### src/rtl/uart_pkg.sv
// Shared constants for the arbitrated UART transmitter: FSM state encodings,
// data width, line levels and the even-parity helper.
package uart_pkg;

  localparam int unsigned UART_DATA_BITS = 8;
  localparam int unsigned ST_W           = 3;

  localparam logic [ST_W-1:0] ST_IDLE   = 3'd0;
  localparam logic [ST_W-1:0] ST_START  = 3'd1;
  localparam logic [ST_W-1:0] ST_DATA   = 3'd2;
  localparam logic [ST_W-1:0] ST_PARITY = 3'd3;
  localparam logic [ST_W-1:0] ST_STOP   = 3'd4;

  localparam logic START_BIT_LEVEL = 1'b0;
  localparam logic STOP_BIT_LEVEL  = 1'b1;
  localparam logic IDLE_LEVEL      = 1'b1;

  // Even parity over one data byte (XOR of all data bits).
  function automatic logic calc_parity(input logic [UART_DATA_BITS-1:0] d);
    return ^d;
  endfunction

endpackage

### src/rtl/uart_tx_arbiter_baud_tick.sv
// Bit-period timer: o_tick pulses for one cycle every CLKS_PER_BIT cycles,
// counting restarts from zero on i_clr so a frame starts phase-aligned.
module baud_tick #(
  parameter int unsigned CLKS_PER_BIT = 312
) (
  input  logic i_clk,
  input  logic i_rst_n,
  input  logic i_clr,
  output logic o_tick
);

  localparam int unsigned CNT_W = $clog2(CLKS_PER_BIT);
  localparam logic [CNT_W-1:0] CNT_MAX = CNT_W'(CLKS_PER_BIT - 1);

  logic [CNT_W-1:0] cnt;
  logic [CNT_W-1:0] cnt_nxt_c;

  // Next count: clear on request, wrap at the last cycle of the bit period.
  always_comb begin
    cnt_nxt_c = cnt + CNT_W'(1);
    if (i_clr || (cnt == CNT_MAX)) begin
      cnt_nxt_c = '0;
    end
  end

  // Counter and registered tick, high while the counter sits at CNT_MAX.
  always_ff @(posedge i_clk or negedge i_rst_n) begin
    if (!i_rst_n) begin
      cnt    <= '0;
      o_tick <= 1'b0;
    end else begin
      cnt    <= cnt_nxt_c;
      o_tick <= (cnt_nxt_c == CNT_MAX);
    end
  end

endmodule

### src/rtl/uart_tx_arbiter.sv
// Round-robin arbitrated UART transmitter: one byte per grant from N_REQ
// producers, serialised 8N1 (or 8E1 when UART_TX_PARITY_EN is defined).
module uart_tx_arbiter
  import uart_pkg::*;
#(
  parameter int unsigned N_REQ        = 4,
  parameter int unsigned CLKS_PER_BIT = 312
) (
  input  logic                     i_clk,
  input  logic                     i_rst_n,
  input  logic [N_REQ-1:0]         i_req,
  input  logic [8*N_REQ-1:0]       i_data,
  output logic [N_REQ-1:0]         o_ack,
  output logic [$clog2(N_REQ)-1:0] o_grant_id,
  output logic                     o_busy,
  output logic                     o_tx
);

  localparam int unsigned ID_W = $clog2(N_REQ);
  localparam logic [2:0] LAST_BIT = 3'(UART_DATA_BITS - 1);

  logic [ST_W-1:0]           state,      state_nxt;
  logic [UART_DATA_BITS-1:0] shift,      shift_nxt;
  logic [2:0]                bit_cnt,    bit_cnt_nxt;
  logic [ID_W-1:0]           last_grant, last_grant_nxt;
  logic [ID_W-1:0]           grant_nxt;
  logic [N_REQ-1:0]          ack_nxt;
  logic                      busy_nxt;
  logic                      tx_nxt;
`ifdef UART_TX_PARITY_EN
  logic                      parity_bit, parity_bit_nxt;
`endif

  logic                      rr_found_c;
  logic [ID_W-1:0]           rr_idx_c;
  logic [UART_DATA_BITS-1:0] rr_byte_c;
  logic                      baud_clr_c;
  logic                      tick;

  baud_tick #(
    .CLKS_PER_BIT(CLKS_PER_BIT)
  ) u_baud_tick (
    .i_clk  (i_clk),
    .i_rst_n(i_rst_n),
    .i_clr  (baud_clr_c),
    .o_tick (tick)
  );

  // Round-robin search starting one past the last grant, wrapping modulo N_REQ.
  always_comb begin
    rr_found_c = 1'b0;
    rr_idx_c   = last_grant;
    for (int i = 1; i <= int'(N_REQ); i++) begin
      if (!rr_found_c && i_req[(int'(last_grant) + i) % int'(N_REQ)]) begin
        rr_found_c = 1'b1;
        rr_idx_c   = ID_W'((int'(last_grant) + i) % int'(N_REQ));
      end
    end
    rr_byte_c = i_data[{rr_idx_c, 3'b000} +: UART_DATA_BITS];
  end

  // Frame sequencing: grant in IDLE, then start, data, optional parity, stop.
  always_comb begin
    state_nxt      = state;
    shift_nxt      = shift;
    bit_cnt_nxt    = bit_cnt;
    last_grant_nxt = last_grant;
    grant_nxt      = o_grant_id;
    ack_nxt        = '0;
    busy_nxt       = o_busy;
    tx_nxt         = o_tx;
    baud_clr_c     = 1'b0;
`ifdef UART_TX_PARITY_EN
    parity_bit_nxt = parity_bit;
`endif

    case (state)
      ST_IDLE: begin
        tx_nxt   = IDLE_LEVEL;
        busy_nxt = 1'b0;
        if (rr_found_c) begin
          state_nxt      = ST_START;
          tx_nxt         = START_BIT_LEVEL;
          busy_nxt       = 1'b1;
          ack_nxt        = N_REQ'(1) << rr_idx_c;
          grant_nxt      = rr_idx_c;
          last_grant_nxt = rr_idx_c;
          shift_nxt      = rr_byte_c;
          bit_cnt_nxt    = '0;
          baud_clr_c     = 1'b1;
`ifdef UART_TX_PARITY_EN
          parity_bit_nxt = calc_parity(rr_byte_c);
`endif
        end
      end

      ST_START: begin
        if (tick) begin
          state_nxt = ST_DATA;
          tx_nxt    = shift[0];
        end
      end

      ST_DATA: begin
        if (tick) begin
          if (bit_cnt == LAST_BIT) begin
`ifdef UART_TX_PARITY_EN
            state_nxt = ST_PARITY;
            tx_nxt    = parity_bit;
`else
            state_nxt = ST_STOP;
            tx_nxt    = STOP_BIT_LEVEL;
`endif
          end else begin
            bit_cnt_nxt = bit_cnt + 3'd1;
            shift_nxt   = {1'b0, shift[UART_DATA_BITS-1:1]};
            tx_nxt      = shift[1];
          end
        end
      end

`ifdef UART_TX_PARITY_EN
      ST_PARITY: begin
        if (tick) begin
          state_nxt = ST_STOP;
          tx_nxt    = STOP_BIT_LEVEL;
        end
      end
`endif

      ST_STOP: begin
        if (tick) begin
          state_nxt   = ST_IDLE;
          tx_nxt      = IDLE_LEVEL;
          busy_nxt    = 1'b0;
          bit_cnt_nxt = '0;
        end
      end

      default: begin
        state_nxt = ST_IDLE;
        tx_nxt    = IDLE_LEVEL;
        busy_nxt  = 1'b0;
      end
    endcase
  end

  // State and registered outputs; reset abandons any frame with the line idle.
  always_ff @(posedge i_clk or negedge i_rst_n) begin
    if (!i_rst_n) begin
      state      <= ST_IDLE;
      shift      <= '0;
      bit_cnt    <= '0;
      last_grant <= ID_W'(N_REQ - 1);
      o_grant_id <= '0;
      o_ack      <= '0;
      o_busy     <= 1'b0;
      o_tx       <= IDLE_LEVEL;
`ifdef UART_TX_PARITY_EN
      parity_bit <= 1'b0;
`endif
    end else begin
      state      <= state_nxt;
      shift      <= shift_nxt;
      bit_cnt    <= bit_cnt_nxt;
      last_grant <= last_grant_nxt;
      o_grant_id <= grant_nxt;
      o_ack      <= ack_nxt;
      o_busy     <= busy_nxt;
      o_tx       <= tx_nxt;
`ifdef UART_TX_PARITY_EN
      parity_bit <= parity_bit_nxt;
`endif
    end
  end

endmodule

### config.mk
export PLATFORM = sky130hd
export DESIGN_NAME = uart_tx_arbiter
export DESIGN_NICKNAME = d
export VERILOG_FILES = /design/src/rtl/uart_pkg.sv /design/src/rtl/uart_tx_arbiter_baud_tick.sv /design/src/rtl/uart_tx_arbiter.sv
export SDC_FILE = /design/constraint.sdc
export NUM_CORES = 1
export LEC_CHECK = 0
export BUFFER_PORTS_ARGS = -buffer_cell sky130_fd_sc_hd__buf_2
export CORE_MARGIN = 3
export CORE_UTILIZATION = 53
export DETAILED_ROUTE_END_ITERATION = 8
export PLACE_DENSITY = 0.75
export SYNTH_ARGS = -nofsm -noshare
export SYNTH_HDL_FRONTEND = slang
export SYNTH_SLANG_ARGS = --single-unit
### constraint.sdc
create_clock -name i_clk -period 2.38 [get_ports i_clk]
set_clock_uncertainty 0.2 [all_clocks]
set_input_delay 0.238 -clock i_clk [delete_from_list [all_inputs] [get_ports i_clk]]
set_output_delay 0.238 -clock i_clk [all_outputs]
set_load 0.03 [all_outputs]
==> results of run 1 <==
-- Yosys cell counts (4+ instances only) --
cell      number
o21ai_1        7
mux2_2         9
a21oi_1        4
xnor2_1        4
mux2i_1        8
nand3b_1       5
o21ai_0        8
nand2b_1       4
a21o_1         6
nor3b_1        4
xor2_1         4
clkbuf_1       6
a211oi_1       7
a22oi_1        6
nand2_1       16
nor2_1        18
dfrtp_1       31
-- worst max-delay path, delay by kind of cell, from the launching register on --
kind	cells	cell delay, ps
buffers and inverters	1	260
multiplexers	2	500
flip-flops	1	620
AO/OA/AOI/OAI	3	590
-- area by class of cell --
class	count	area, µm²
clock buffers	6	51.3
clock inverters	2	12.5
fillers	265	1020
inverters	3	11.3
multi-input cells	145	1000
flip-flops and latches	34	855
well taps	46	57.6
repair buffers	63	378
-- cells by family after synthesis --
kind of cell               Yosys count  share of synthesized area (%)
and+or+nand+nor                     67                           18.6
buffers and inverters               12                           2.82
muxes                               17                           9.51
AOI/OAI and AO/OA                   50                           18.6
adders and majority gates            3                           1.97
xor gates and xnor gates             8                           3.67
DFF                                 34                           44.8
-- what timing repair did --
item | 4_1_cts | 5_1_grt
hold endpoints to repair | 37 | 0
endpoints found under the setup margin | 0 | 0
hold buffers | 7 | 0
-- power by group through the flow --
stage                     sequential, mW  combinational [mW]  clock (mW)
after floorplan                    0.885               0.506           0
after global placement             0.863               0.702           0
after detailed placement           0.873               0.733           0
after CTS                          0.863               0.744       0.353
after global routing               0.883               0.820       0.383
final                              0.867               0.740       0.344
-- layer usage --
layer	up-vias	routed length (µm)
li1	822	-
met1	792	1870
met2	46	2250
met3	11	249
met4	0	95
met5	-	0
-- stage by stage --
stage | total power [mW] | instances | area [µm²] | hold slack [ps]
2_1_floorplan | 1.39 | 191 | 1910 | -258
3_3_place_gp | 1.56 | 284 | 2240 | 134
3_5_place_dp | 1.61 | 284 | 2240 | 139
5_1_grt | 2.09 | 299 | 2370 | 28.0
4_1_cts | 1.96 | 299 | 2370 | 20.8
6_report | 1.95 | 299 | 2370 | 35.3
-- registers in the layout, summed over array words and instances (netlist names), 2 cells and up --
register,count
bit_cnt,3
last_grant,2
o_ack,4
o_grant_id,2
shift,8
state,3
u_baud_tick.cnt,9
-- how the worst min path moves through the flow --
stage | depth (start not counted) | from | endpoint | slack (ps)
finish | 3 | i_data[15] | shift[7] | 40
global route | 3 | i_data[15] | shift[7] | 30
CTS | 3 | i_data[15] | shift[7] | 20
detailed placement | 1 | i_rst_n | shift[2] | 140
global placement | 1 | i_rst_n | shift[2] | 130
floorplan | 0 | i_rst_n | bit_cnt[0] | -260
==> impl_metrics.py, run 1 <==
metrics = {
    "power": {
        "swShare_pct": 36.9,
        "ir_drop_v": 0.000575,
        "power_per_cell_area_mw_per_mm2": 824,
        "pwr-share-seq_pct": 44.4,
        "power_leakage_nw": 1.13,
        "clock_power_share_pct": 17.6,
        "combPwrFrac_pct": 37.9,
        "switchingPower_uw": 720,
        "p_int_mw": 1.23,
    },
    "final_layout": {
        "fin_nets": 293,
        "layout_commonest_cell": "buf_2",
        "drive_gt1_share_pct": 32.8,
        "antennaDiodeCount": 0,
        "synthToLayoutAreaGrowth_pct": 24.3,
        "fin_util_pct": 69.9,
        "final_cell_mix": "buf_2 (45), dfrtp_1 (31), nor2_1 (18)",
    },
    "cts": {
        "htreeDepth": 2,
        "cts_resized": 0,
        "cts_setup_buffers": 0,
        "clk_latency_ps": 350,
        "cts_sinks": 34,
        "cts_max_path_buffers": 2,
        "tritoncts": "done",
        "cts_buffers": 5,
        "clkTransAtPathRegs_ps": 110,
        "root_buffer": "clkbuf_4",
    },
    "setup_path": {
        "critical-path-slowest-cell": "dfstp_2",
        "slowest_delay_ps": 620,
        "criticalPathCategory": "flip-flop to flip-flop",
        "cp.arrival_ps": 2310,
        "worstReg2RegEnd": "shift[6]",
        "cp-start-kind": "flip-flop",
        "cp_max_fo": 14,
        "reg2regPathDepth": 6,
        "end_kind": "flip-flop",
        "crit_path_start": "last_grant[1]",
        "crit_chain": "mux2i_1 -> a221oi_4 -> buf_4 -> mux2_2 -> o21ai_0 -> o21ai_1",
        "endpoint": "shift[6]",
        "required_ps": 2420,
        "r2r_slack_ps": 110,
        "regToRegStartpoint": "last_grant[1]",
    },
    "logic_synthesis": {
        "synth-edff-count": 0,
        "synth_seq_area_share_pct": 44.8,
        "synth_cell_types": 47,
        "ys_ff_latch": 34,
        "syn_nets": 232,
        "synthesis.area_mm2": 0.00191,
        "ys_async_sr_fraction_pct": 100,
        "yosys_warnings": 0,
        "synth_flop_cell": "dfrtp_1",
        "synth_top_cell_by_area": "dfrtp_1",
        "synthTopCellsByArea": "dfrtp_1 (41%), mux2_2 (5.3%), mux2i_1 (4.2%), dfstp_2 (4.1%), nor2_1 (3.5%)",
        "netlist_instances": 191,
        "syn_area_per_cell_um2": 9.98,
        "synth_top_area_share_pct": 40.7,
    },
    "floorplanning": {
        "rows": 21,
        "die_area_mm2": 0.00435,
        "die_y_um": 66.0,
        "core_mm2": 0.00339,
        "chipWidth_um": 66.0,
        "ios": 46,
        "start_util_pct": 56.3,
    },
    "global_routing": {
        "grt_busiest_layer": "met2",
        "grt_pass1_wl_um": 7500,
        "grt_usage_pct": 22.8,
        "grt_use_met2_pct": 40.8,
        "met1_usage_pct": 24.7,
        "grtUsageMet3_pct": 6.12,
        "antenna_found_initial": 0,
        "grt_pass1_vias": 1754,
        "grt_max_degree": 35,
        "gr-total-overflow": 0,
    },
    "routing": {
        "num_vias": 1671,
        "drcViolationCount": 0,
        "drtAntennaViolNets": 0,
        "postRouteWirelength_um": 4460,
        "drt_iter0_drc": 120,
        "drt_pre_antenna_iters": 4,
        "viasPerCell": 5.59,
        "avgRoutedWirePerCell_um": 14.9,
    },
    "place": {
        "pre_cts_ws_ps": 128,
        "place_hpwl_um": 3210,
        "numPortBuffers": 45,
        "gp_congestion": 0.868,
    },
    "sta": {
        "fin_setup_tns_ps": 0,
        "setup_slack_ps": 111,
        "fmaxAchievable_mhz": 441,
        "fin_crit_sh_pct": 95.3,
        "drv_slew": 0,
        "period_minus_slack_ps": 2270,
        "finalHoldViolCount": 0,
        "worst_pin_slew_ps": 744,
        "max_slew_margin_pct": 50.4,
        "rsz0062_at_grt": "false",
        "setup_viol": 0,
    },
    "run": {
        "maxCapViolCount": 0,
    },
    "status": {
        "status": "completed",
    },
    "min_path": {
        "hold_path_class": "input pin to flip-flop",
    },
}
(Power assumes the default switching activity.)
==> run 2, diff against run 1 <==
--- a/config.mk
+++ b/config.mk
@@ -5,7 +5,7 @@
 export SDC_FILE = /design/constraint.sdc
 export NUM_CORES = 1
 export LEC_CHECK = 0
-export BUFFER_PORTS_ARGS = -buffer_cell sky130_fd_sc_hd__buf_2
+export BUFFER_PORTS_ARGS = -buffer_cell sky130_fd_sc_hd__buf_4
 export CORE_MARGIN = 3
 export CORE_UTILIZATION = 53
 export DETAILED_ROUTE_END_ITERATION = 8
==> impl_metrics.py, run 2 (same netlist as run 1, synthesis figures left out) <==
metrics = {
    "routing": {
        "wl_met1_um": 1900,
        "avgRoutedWirePerCell_um": 15.7,
        "drt_iter0_drc": 150,
        "postRouteWirelength_um": 4710,
        "drtAntennaViolNets": 0,
        "viasPerCell": 5.61,
        "drt_pre_antenna_iters": 4,
        "top_layer": "met4",
        "wl_met3_um": 258,
        "num_vias": 1678,
        "wl_met2_um": 2480,
        "drcViolationCount": 0,
    },
    "sta": {
        "fmaxAchievable_mhz": 448,
        "max_slew_margin_pct": 71.1,
        "hold-worst-slack_ps": 49.9,
        "fin_crit_sh_pct": 93.7,
        "fin_setup_tns_ps": 0,
        "finalHoldViolCount": 0,
        "worst_pin_slew_ps": 432,
        "setup_viol": 0,
        "rsz0062_at_grt": "false",
        "period_minus_slack_ps": 2230,
        "drv_slew": 0,
    },
    "cts": {
        "clk_latency_ps": 330,
        "tritoncts": "done",
        "cts_max_path_buffers": 2,
        "clkTransAtPathRegs_ps": 110,
        "cts_sinks": 34,
        "root_buffer": "clkbuf_4",
        "cts_buffers": 5,
        "htreeDepth": 2,
    },
    "power": {
        "power_leakage_nw": 1.18,
        "power_per_cell_area_mw_per_mm2": 834,
        "ir_drop_v": 0.000626,
        "power_mw": 2.09,
    },
    "floorplanning": {
        "die_y_um": 66.0,
        "chipWidth_um": 66.0,
        "die_area_mm2": 0.00435,
        "core_mm2": 0.00339,
        "ios": 46,
        "rows": 21,
        "start_util_pct": 56.3,
    },
    "final_layout": {
        "top_regs": "u_baud_tick.cnt: 9 flops, shift: 8 flops, o_ack: 4 flops",
        "fin_nets": 293,
        "largest_reg_flops": 9,
        "design_area_mm2": 0.00251,
        "largest_register": "u_baud_tick.cnt",
        "drive_gt1_share_pct": 32.4,
        "layout_commonest_cell": "buf_4",
        "synthToLayoutAreaGrowth_pct": 31.5,
        "final_cell_mix": "buf_4 (55), dfrtp_1 (31), nor2_1 (18)",
        "num-fill-cells": 255,
        "antennaDiodeCount": 0,
    },
    "global_routing": {
        "grt_max_degree": 35,
        "grt_usage_pct": 23.7,
        "gr-total-overflow": 0,
        "grt_pass1_wl_um": 7870,
        "antenna_found_initial": 0,
        "grt_pass1_vias": 1776,
    },
    "place": {
        "gp_congestion": 0.844,
        "numPortBuffers": 45,
        "place_area_mm2": 0.00235,
        "place_hpwl_um": 3360,
    },
    "setup_path": {
        "cp.arrival_ps": 2250,
        "crit_path_start": "last_grant[1]",
        "end_kind": "flip-flop",
        "criticalPathCategory": "flip-flop to flip-flop",
        "reg2regPathDepth": 6,
        "cp-start-kind": "flip-flop",
        "cp_max_fo": 14,
        "regToRegStartpoint": "last_grant[1]",
        "required_ps": 2400,
    },
    "status": {
        "status": "completed",
    },
    "min_path": {
        "whs_path_depth": 4,
        "hold_start": "i_data[1]",
        "hold_path_class": "input pin to flip-flop",
    },
    "run": {
        "maxCapViolCount": 0,
    },
}
## run 2: cell types whose count changed in the layout (fill, tap and decap cells not counted)
cell	before	now
buf_2	45	0
buf_4	11	55
buf_6	0	1
bufinv_16	0	1
clkbuf_1	0	1
clkinv_2	1	0
clkinvlp_4	1	0
## run 2: repair_timing
item                                    CTS  global route
endpoints found under the setup margin    0             2
hold buffers                              7             0
resized for setup                         0             1
buffers inserted                          0             0
endpoints found under the hold margin    40             0
## run 2: per-layer routing
metal	global-route usage, %	vias up
li1	-	820
met1	28.2	796
met2	42.6	54
met3	4.25	8
met4	8.12	0
met5	0	-
## run 2: critical path: stages, from the launching register on
cell,delay [ps]
dfstp_2,610
mux2i_1,140
a221oi_4,340
buf_6,210
mux2_2,340
o21ai_0,180
o21ai_1,100
## run 2: where the power goes
group | switching [mW] | internal [mW] | leakage [nW]
Clock | 0.197 | 0.251 | 0.0455
Combinational | 0.393 | 0.388 | 0.703
Sequential | 0.125 | 0.738 | 0.428
## run 2: path summary, 6_finish.rpt
check	slack, ps	to
worst max-delay path	150	shift[6]
worst min-delay path	50	shift[1]
worst max register to register	150	shift[6]
worst min register to register	280	u_baud_tick.cnt[0]
max in group asynchronous	1450	last_grant[0]
min in group asynchronous	180	shift[1]
## run 2: through the flow
| step | util (%) | setup WS, ps | std cells |
|---|---|---|---|
| 2_1_floorplan | - | 227 | 191 |
| 6_report | 74.0 | 150 | 299 |
| 5_1_grt | 74.0 | 29.9 | 299 |
| 4_1_cts | 73.9 | 114 | 299 |
| 3_5_place_dp | 69.3 | 126 | 284 |
| 3_3_place_gp | 69.3 | 226 | 284 |
## run 2: layout make-up
| type | count | area, µm² | area share (%) |
|---|---|---|---|
| timing repair buffer | 63 | 494 | 19.7 |
| inverter | 3 | 11.3 | 0.449 |
| clock inverter | 1 | 30.0 | 1.20 |
| sequential | 34 | 855 | 34.1 |
| clock buffer | 7 | 55.1 | 2.20 |
| tap | 46 | 57.6 | 2.30 |
| multi-input combinational | 145 | 1000 | 40.1 |
==> run 3, diff against run 2 <==
==> constraint.sdc (replaced) <==
create_clock -name i_clk -period 2.38 [get_ports i_clk]
set_clock_uncertainty 0.2 [all_clocks]
set_input_delay 0.476 -clock i_clk [delete_from_list [all_inputs] [get_ports i_clk]]
set_output_delay 0.476 -clock i_clk [all_outputs]
set_load 0.03 [all_outputs]
==> impl_metrics.py, run 3 (same netlist as run 1, synthesis figures left out) <==
metrics = {
    "run": {
        "maxCapViolCount": 0,
    },
    "sta": {
        "fin_crit_sh_pct": 93.2,
        "finalHoldViolCount": 0,
        "fmaxAchievable_mhz": 451,
        "rsz0062_at_grt": "false",
        "setup_viol": 0,
        "hold-worst-slack_ps": 206,
        "fin_setup_tns_ps": 0,
        "max_slew_margin_pct": 69.2,
        "period_minus_slack_ps": 2220,
        "drv_slew": 0,
        "worst_pin_slew_ps": 461,
    },
    "power": {
        "combPwrFrac_pct": 36.9,
        "clock_power_share_pct": 21.5,
        "ir_drop_v": 0.000521,
        "power_per_cell_area_mw_per_mm2": 853,
        "power_leakage_nw": 1.15,
        "pwr-share-seq_pct": 41.6,
        "switchingPower_uw": 717,
        "p_int_mw": 1.37,
        "swShare_pct": 34.3,
    },
    "setup_path": {
        "cp_max_fo": 14,
        "cp-start-kind": "flip-flop",
        "cp.arrival_ps": 2250,
        "critical-path-slowest-cell": "dfstp_2",
        "end_kind": "flip-flop",
        "regToRegStartpoint": "last_grant[1]",
        "worstReg2RegEnd": "shift[5]",
        "reg2regPathDepth": 6,
        "criticalPathCategory": "flip-flop to flip-flop",
        "r2r_slack_ps": 160,
        "crit_chain": "mux2i_1 -> a221oi_4 -> buf_6 -> mux2_2 -> o21ai_0 -> o21ai_1",
        "required_ps": 2410,
        "slowest_delay_ps": 620,
    },
    "min_path": {
        "whs_path_depth": 3,
        "hold-path-endpoint": "shift[2]",
        "hold_path_class": "input pin to flip-flop",
        "hold_start": "i_data[18]",
    },
    "global_routing": {
        "gr-total-overflow": 0,
        "grt_max_degree": 35,
        "grt_pass1_wl_um": 7740,
        "grt_pass1_vias": 1746,
        "grt_usage_pct": 23.4,
        "antenna_found_initial": 0,
    },
    "cts": {
        "cts_setup_buffers": 0,
        "tritoncts": "done",
        "clk_latency_ps": 340,
        "cts_sinks": 34,
        "cts_max_path_buffers": 2,
        "root_buffer": "clkbuf_4",
        "htreeDepth": 2,
        "cts_buffers": 5,
        "clkTransAtPathRegs_ps": 110,
    },
    "floorplanning": {
        "core_mm2": 0.00339,
        "die_y_um": 66.0,
        "start_util_pct": 56.3,
        "rows": 21,
        "ios": 46,
        "chipWidth_um": 66.0,
        "die_area_mm2": 0.00435,
    },
    "final_layout": {
        "synthToLayoutAreaGrowth_pct": 28.3,
        "largest_reg_flops": 9,
        "drive_gt1_share_pct": 33.2,
        "layout_commonest_cell": "buf_4",
        "top_regs": "u_baud_tick.cnt: 9 flops, shift: 8 flops, o_ack: 4 flops",
        "final_cell_mix": "buf_4 (55), dfrtp_1 (31), nor2_1 (18)",
        "fin_nets": 287,
        "antennaDiodeCount": 0,
        "largest_register": "u_baud_tick.cnt",
    },
    "routing": {
        "viasPerCell": 5.71,
        "drt_pre_antenna_iters": 4,
        "postRouteWirelength_um": 4560,
        "drt_iter0_drc": 100,
        "avgRoutedWirePerCell_um": 15.6,
        "drcViolationCount": 0,
        "drtAntennaViolNets": 0,
        "num_vias": 1674,
    },
    "place": {
        "numPortBuffers": 45,
        "gp_congestion": 0.820,
        "place_hpwl_um": 3380,
    },
    "status": {
        "status": "completed",
    },
}
-- run 3: cell count changes in the layout (fill, tap and decap cells not counted) --
cell / change
dlygate4sd3_1: -6
-- run 3: power by group through the flow --
stage / registers [mW] / logic, mW / clock network [mW]
global placement: 0.867 / 0.742 / 0
floorplan: 0.885 / 0.506 / 0
global route: 0.893 / 0.853 / 0.484
finish: 0.868 / 0.771 / 0.448
CTS: 0.865 / 0.770 / 0.457
detailed placement: 0.876 / 0.763 / 0
-- run 3: final cells by class --
| type | instances | area, µm² |
|---|---|---|
| clock buffers | 7 | 55.1 |
| multi-input cells | 145 | 1000 |
| fillers | 261 | 942 |
| well taps | 46 | 57.6 |
| inverters | 3 | 11.3 |
| flip-flops and latches | 34 | 855 |
| repair buffers | 57 | 434 |
| clock inverters | 1 | 30.0 |
-- run 3: worst max-delay path by stage --
stage	to	start	depth (start not counted)
finish	shift[5]	last_grant[1]	6
global route	shift[6]	last_grant[1]	6
CTS	shift[5]	last_grant[1]	6
detailed placement	shift[5]	last_grant[1]	6
global placement	shift[1]	last_grant[1]	6
floorplan	shift[2]	last_grant[1]	6
-- run 3: stage by stage --
step	utilization (%)	std cells	power (mW)	setup WS, ps	instance area [µm²]
2_1_floorplan	-	191	1.39	227	1910
3_3_place_gp	69.3	284	1.61	197	2350
6_report	72.2	293	2.09	162	2450
4_1_cts	72.1	293	2.09	114	2440
3_5_place_dp	69.3	284	1.64	132	2350
5_1_grt	72.2	293	2.23	0.0810	2450
-- run 3: critical path, delay by kind of cell (launching register included) --
family                 cells  cell delay (ps)
buffers and inverters      1              210
DFF                        1              620
muxes                      2              500
AOI/OAI and AO/OA          3              590
-- run 3: repair_timing --
item | CTS | global route
setup endpoints to repair | 0 | 4
hold buffers | 1 | 0
resized for setup | 0 | 1
hold endpoints to repair | 31 | 0
-- run 3: routing by layer --
layer  vias up  GRT usage, %  part of all wire [%]
met2        45          41.8                    53
met3         9          6.12                   4.8
li1        808             -                     -
met5         -             0                     0
met4         0          8.88                   1.9
met1       812          26.4                    40
